### src/rtl/color_sel_encoder.sv
// color_sel_encoder: turns two raw push-buttons into a 2-bit colour-select code.
// Each button is synchronized, then debounced. A debounced 0->1 edge is a press event.
// Presses step the code forward (next) or backward (prev) modulo 4.
// A synchronous load overrides any press in the same cycle.
//
// Ports
//   clk_i       clock; all state updates on its rising edge
//   rst_ni      asynchronous active-low reset
//   btn_next_i  raw button, asynchronous, active-high; steps code forward
//   btn_prev_i  raw button, asynchronous, active-high; steps code backward
//   load_i      synchronous load strobe for code_i
//   code_i      value loaded when load_i is high
//   code_o      registered code: 00 white, 01 red, 10 green, 11 yellow
//   changed_o   registered one-cycle pulse in the first cycle code_o shows a new value
module color_sel_encoder #(
  parameter int unsigned DB_CNT = 50000
) (
  input  logic       clk_i,
  input  logic       rst_ni,
  input  logic       btn_next_i,
  input  logic       btn_prev_i,
  input  logic       load_i,
  input  logic [1:0] code_i,
  output logic [1:0] code_o,
  output logic       changed_o
);

  localparam int unsigned CntW = $clog2(DB_CNT) + 1;
  localparam logic [CntW-1:0] CntLast = CntW'(DB_CNT - 1);

  // Bit 0 is the next button, bit 1 the prev button.
  logic [1:0]      sync1_q, sync2_q;
  logic [1:0]      db_q, db_d;
  logic [1:0]      db_prev_q;
  logic [CntW-1:0] cnt_q [2];
  logic [CntW-1:0] cnt_d [2];
  logic [1:0]      press;
  logic [1:0]      code_q, code_d;
  logic            changed_q, changed_d;

  // Debounce: count consecutive mismatch cycles; accept on the DB_CNT-th one.
  always_comb begin
    for (int i = 0; i < 2; i++) begin
      db_d[i]  = db_q[i];
      cnt_d[i] = '0;
      if (sync2_q[i] != db_q[i]) begin
        if (cnt_q[i] == CntLast) begin
          db_d[i] = sync2_q[i];
        end else begin
          cnt_d[i] = cnt_q[i] + 1'b1;
        end
      end
    end
  end

  // Rising edge of the debounced level; release produces nothing.
  assign press = db_q & ~db_prev_q;

  always_comb begin
    code_d = code_q;
    if (load_i) begin
      code_d = code_i;
    end else begin
      case (press)
        2'b01:   code_d = code_q + 2'd1;
        2'b10:   code_d = code_q - 2'd1;
        default: code_d = code_q;  // none, or both cancel
      endcase
    end
    changed_d = (code_d != code_q);
  end

  always_ff @(posedge clk_i or negedge rst_ni) begin
    if (!rst_ni) begin
      sync1_q   <= '0;
      sync2_q   <= '0;
      db_q      <= '0;
      db_prev_q <= '0;
      for (int i = 0; i < 2; i++) begin
        cnt_q[i] <= '0;
      end
      code_q    <= '0;
      changed_q <= 1'b0;
    end else begin
      sync1_q   <= {btn_prev_i, btn_next_i};
      sync2_q   <= sync1_q;
      db_q      <= db_d;
      db_prev_q <= db_q;
      for (int i = 0; i < 2; i++) begin
        cnt_q[i] <= cnt_d[i];
      end
      code_q    <= code_d;
      changed_q <= changed_d;
    end
  end

  assign code_o    = code_q;
  assign changed_o = changed_q;

endmodule

### config.mk
export PLATFORM = sky130hd
export DESIGN_NAME = color_sel_encoder
export DESIGN_NICKNAME = d
export VERILOG_FILES = /design/src/rtl/color_sel_encoder.sv
export SDC_FILE = /design/constraint.sdc
export NUM_CORES = 1
export LEC_CHECK = 0
export ABC_AREA = 1
export BUFFER_PORTS_ARGS = -buffer_cell sky130_fd_sc_hd__buf_2
export CAP_MARGIN = 20
export CELL_PAD_IN_SITES_DETAIL_PLACEMENT = 2
export CELL_PAD_IN_SITES_GLOBAL_PLACEMENT = 2
export CORE_MARGIN = 5
export CORE_UTILIZATION = 36
export DETAILED_ROUTE_END_ITERATION = 10
export PLACE_DENSITY = 0.73
export SKIP_LAST_GASP = 1
export SLEW_MARGIN = 20
export SYNTH_ARGS = -nofsm -noshare
export SYNTH_HDL_FRONTEND = slang
export SYNTH_SLANG_ARGS = --single-unit
### constraint.sdc
create_clock -name clk_i -period 2.2 [get_ports clk_i]
set_input_delay 0.33 -clock clk_i [delete_from_list [all_inputs] [get_ports clk_i]]
set_output_delay 0.33 -clock clk_i [all_outputs]
set_load 0.02 [all_outputs]
# Word level (Yosys, flattened, before mapping)
# Index checks and enable logic that the tools add are counted.
# totals
ff_bits	45
latch_bits	0
ram_bits	0
romBits	0
inputBits	7
out_inout_bits	3
word_cells	30
n_memories	0
# classes
addsub	4
multipliers	0
div	0
magnitude_cmp	0
eq_ne	7
n_shift	0
n_mux	6
bitwise_logic	2
reduce_logical	2
# op_table
op	count
17-bit 2-to-1 mux	4
17-bit by 1-bit adder with 17-bit output (second input constant)	2
17-bit by 16-bit == test with 1-bit output (second input constant)	2
2-bit one-hot mux with 2 select lines	1
2-bit AND reduction	2
2-bit by 1-bit adder with 2-bit output (second input constant)	1
2-bit AND	1
2-bit by 1-bit == test with 1-bit output (second input constant)	1
2-bit == test (second input constant)	1
2-bit 2-to-1 mux	1
1-bit != test	2
2-bit != test	1
2-bit inverter	1
2-bit by 1-bit subtractor with 2-bit output (second input constant)	1

# Depth between registers and ports, before layout
# logic_depth
word_depth	6
ltp_mapped	12
mapped_depth_nobuf	12

# Worst setup path after synthesis
# OpenSTA, ideal clock, no wires.
# synth_timing
path_type	reg2reg
startpoint	reg db_q[0]
endpoint	reg changed_q (netlist: changed_o)
setup_time_ps	116
arrival_ps	1493
required_ps	2084
setup_slack_ps	591
path_stages_with_launch	12
path_buffers	0
period_less_slack_ps	1609
cell_sequence	dfrtp_1 > inv_1 > or2_2 > ha_1 > inv_1 > nand2_1 > o21ai_0 > nand2_1 > nand2_1 > nand2_1 > nand2_1 > nand2_1
# synth_via
elab_chain_cells	5
elab_cells_between_ends	6
cone_classes	eq/ne (3); mux (2); bitwise (1)
# synth_rtl
element	line	rtl
start, declared	33	logic [1:0] db_q, db_d;
start signal, assigned	77	db_q <= '0;
start signal, assigned	87	db_q <= db_d;
2-bit AND (*)	57	assign press = db_q & ~db_prev_q;
2-bit == test / 2-bit by 1-bit == test with 1-bit output (equally long branches)	64	case (press)
2-bit one-hot mux with 2 select lines (*)	64	
2-bit 2-to-1 mux (*)	61	if (load_i) begin
2-bit != test (*)	70	changed_d = (code_d != code_q);
net changed_d	39	logic changed_q, changed_d;
end signal, assigned	93	changed_q <= changed_d;
end, declared	39	
# The timed path passes the listed nets; every way through them passes the cells marked *.
# A chain may end at the register's enable or synchronous reset.

# Worst setup path in the final report
# Ends and elaborated chain as after synthesis.

==> metrics.md <==
| Metric | Value |
|---|---|
| Share of total power in combinational logic | `5.7%` |
| Predominant post-synthesis flop cell | `dfrtp_1` |
| DIE AREA | `8395 sq um` |
| First-pass GRT wire length | `approximately 12000 microns` |
| CTS Buffer Depth | `2` |
| Worst EP arrival | `2.01 ns` |
| Hold Crit Class | `input port to asynchronous set/reset pin` |
| CTS tree | `yes` |
| Pint | `1.243 mW` |
| Mapped Avg Cell Area | `7.864 sq um` |
| Worst skew pair latency | `0.30 ns` |
| Area after DPL | `2555 sq um` |
| Synth Area in XOR/XNOR | `under 10%` |
| Crit-path max FO | `4` |
| Area share of fa/ha/maj cells after synthesis | `1.565%` |
| Seq pwr share | `approximately 53%` |
| #FFs+latches synth | `between 40 and 50` |
| H-tree levels | `2` |
| Core box area | `6422 sq um` |
| Synthesized Nets | `~320` |
| Routed Antenna Nets | `0` |
| Synthesized area | `around 2400 sq um` |
| Post-CTS setup buffers | `0` |
| Register area share after synthesis | `between 40% and 50%` |
| Row count | `29` |
| Fin area | `2671 sq um` |
| DR pass1 iterations | `2` |
| Synth warn | `0` |
| Post-synthesis mux area share | `0%` |
| Final setup viols | `0` |
| RSZ-0062 raised after global routing | `no` |
| FF-to-FF setup slack | `0.44 ns` |
| Wirelength per Cell | `15.86 microns` |
| Skew final | `0.006835 ns` |
| Commonest cells post-synth | `65 x nor2_1, 59 x nand2_1, 45 x dfrtp_1` |
| VDD IR max | `a little under 0.0003 V` |
| Largest net degree at the start of global routing | `23` |
| Syn Inst Count | `just over 300` |
| Post-synth EDFFs | `0` |
| Status | `finished, violations left` |
| Post-Route Setup TNS | `0 ns` |
| Max cap viols | `0` |
| Layout Nets | `333` |
| Crit-path max cell delay | `0.38 ns` |
| Placer Congestion | `0.7478` |
| Via Count | `2010` |
| Vias in the first global route | `2332` |
| P per Cell Area | `around 610 nW/um^2` |
| Most used cell along the critical path | `nand2_1` |
| Initial drt markers | `31` |
| Worst Reg-to-Reg Cells | `12` |
| Critical Path RT | `2.45 ns` |
| FMAX | `0.5676 GHz` |
| CTS Hold Buffers Added | `0` |
| Simple-gate portion of the synthesized area | `36.15%` |
| Root buf cell | `clkbuf_8` |
| CTS Sinks | `45` |
| Clk slew on worst S/H paths | `roughly 0.090 ns` |
| Yosys top cell area share | `a little under half` |
| GR met1 Demand/Resource | `22.77%` |
| R2R Path Start | `db_q[0]$_DFFE_PN0P_` |
| Worst rel slew slack | `64.74%` |
| Num CTS Buffers | `5` |
| Sw power | `0.3752 mW` |
| Startpoint class of the critical path | `flip-flop` |
| Initial antenna violation count | `0` |
| Synth Area in Compound Gates | `under 10%` |
| GRT Util Overall | `17.23%` |
| Area leader, netlist | `dfrtp_1` |
| WHS | `-0.009508 ns` |
| CP max-delay cell | `dfrtp_1` |
| Main combinational cell family by area after synthesis | `simple AND/OR/NAND/NOR gates` |
| Die H | `91.63 microns` |
| Critical Path Sink Type | `flip-flop` |
| Tmin final | `around 1.8 ns` |
| Starting Density | `37.35%` |
| N_diodes | `0` |
| Routed WL | `6360 microns` |
| Fin. max-slew vios | `0` |
| Failing checks | `hold timing` |
| Leakage | `1.142 nW` |
| Top cells by area, synth | `dfrtp_1 47%, nor2_1 10%, nand2_1 9.2%` |
| GR peak layer | `met2` |
| Final period util | `80.08%` |
| DPL Wire Length | `about 5000 microns` |
| Most frequent cell after synthesis | `nor2_1` |
| Die W | `approximately 90 microns` |
| Via density | `roughly 5` |
| Final hold vios | `11` |
| Switching share of total power | `between 20% and 30%` |
| Share of post-route cells with drive strength above 1 | `between 10% and 20%` |
| PostCTS Resize Cnt | `0` |
| Power share of the clock group | `41.2%` |
| Post-synthesis cell type count | `26` |
| Met3 usage | `3.355%` |
| IO buf count | `9` |
| Area growth syn-to-layout | `11.37%` |
| Boundary pin count | `10` |
| Crit path cell chain | `inv_1, or2_2, ha_1, inv_1, nand2_1, nor2_1, nand2_1, nand2_1, nand2_1, nand2_1, nand2_1, nand2_1` |
| Congestion Overflow GR | `0` |
| Grt met2 use | `~29%` |
| FFs w/ async S/R, synth | `100.0%` |
| # fillers | `770` |
| Worst-margin pin slew | `0.5290 ns` |
| End of the worst register-to-register path | `changed_o$_DFF_PN0_` |
| Crit path kind | `flip-flop to flip-flop` |
| Drt drc | `0` |
==> cell families after synthesis <==
| logic type | after synthesis |
|---|---|
| xor+xnor | 19 |
| fa+ha+maj | 3 |
| simple gates | 189 |
| buf+inv | 41 |
| compound gates | 8 |
| flops | 45 |
==> layout make-up <==
type,count,area [sq um],share of cell area (%)
Clock buffer,7,86.33,3.232
Timing Repair Buffer,11,60.06,2.248
Clock inverter,1,30.03,1.124
Tap cell,77,96.34,3.607
Inverter,41,153.9,5.761
Sequential cell,45,1126,42.15
Multi-Input combinational cell,219,1119,41.87
==> state kept, by name (all words and copies together) (netlist names) <==
register / cells
cnt_q: 34
code_o: 2
db_prev_q: 2
db_q: 2
sync1_q: 2
sync2_q: 2
changed_o: 1
==> placed cells by master (no fill, tap or decap), drive strengths merged <==
cell / synthesis / routed
dfrtp: 45 / 45
or2: 2 / 2
buf: 0 / 11
ha: 3 / 3
nor3: 14 / 14
nand4: 6 / 6
xnor2: 2 / 2
o21ai: 3 / 3
nand3b: 1 / 1
nand2: 62 / 62
and2: 2 / 2
nand3: 26 / 26
nor2: 73 / 73
o211ai: 3 / 3
bufinv: 0 / 1
xor2: 17 / 17
a21oi: 2 / 2
clkbuf: 0 / 7
nor3b: 3 / 3
inv: 41 / 41
==> metrics by stage <==
step / hold slack [ns] / setup WS [ns] / util [%] / power (mW) / instances
after global routing: 0.01505 / 0.1544 / 41.59 / 1.706 / 401
after floorplan: 0.03441 / 0.5907 / - / 0.9202 / 305
after detailed placement: 0.3418 / 0.4253 / 39.78 / 0.9735 / 393
after global placement: 0.3380 / 0.5056 / 39.78 / 0.9686 / 393
final: -0.009508 / 0.4382 / 41.59 / 1.619 / 401
after CTS: 0.004008 / 0.4091 / 41.59 / 1.652 / 401
==> worst max-delay path by stage <==
stage                     endpoint                 from  slack (ns)
2_1_floorplan  changed_o$_DFF_PN0_  db_q[0]$_DFFE_PN0P_        0.59
5_1_grt        changed_o$_DFF_PN0_  db_q[0]$_DFFE_PN0P_        0.15
3_5_place_dp   changed_o$_DFF_PN0_  db_q[0]$_DFFE_PN0P_        0.43
4_1_cts        changed_o$_DFF_PN0_  db_q[0]$_DFFE_PN0P_        0.41
3_3_place_gp   changed_o$_DFF_PN0_  db_q[0]$_DFFE_PN0P_        0.51
6_report       changed_o$_DFF_PN0_  db_q[0]$_DFFE_PN0P_        0.44
==> power by group through the flow <==
stage,Sequential [mW],Combinational [mW],Clock [mW]
after floorplan,0.881,0.0387,0
after global placement,0.876,0.0922,0
after detailed placement,0.877,0.0962,0
after CTS,0.861,0.0965,0.695
after global routing,0.864,0.107,0.734
final,0.860,0.0916,0.667
==> critical path: cells and delay by family, from the launching register on <==
kind                       cells  cell delay (ns)
and+or+nand+nor                9             0.85
DFF                            1             0.38
adders and majority gates      1             0.35
buffers and inverters          2             0.13
==> per-layer routing <==
layer  vias up  share of wire [%]
met5         -                  0
met4         0                1.1
met1      1001                 49
li1        992                  -
met3         7                1.8
met2        10                 48
Power figures use the tool's default switching activity.
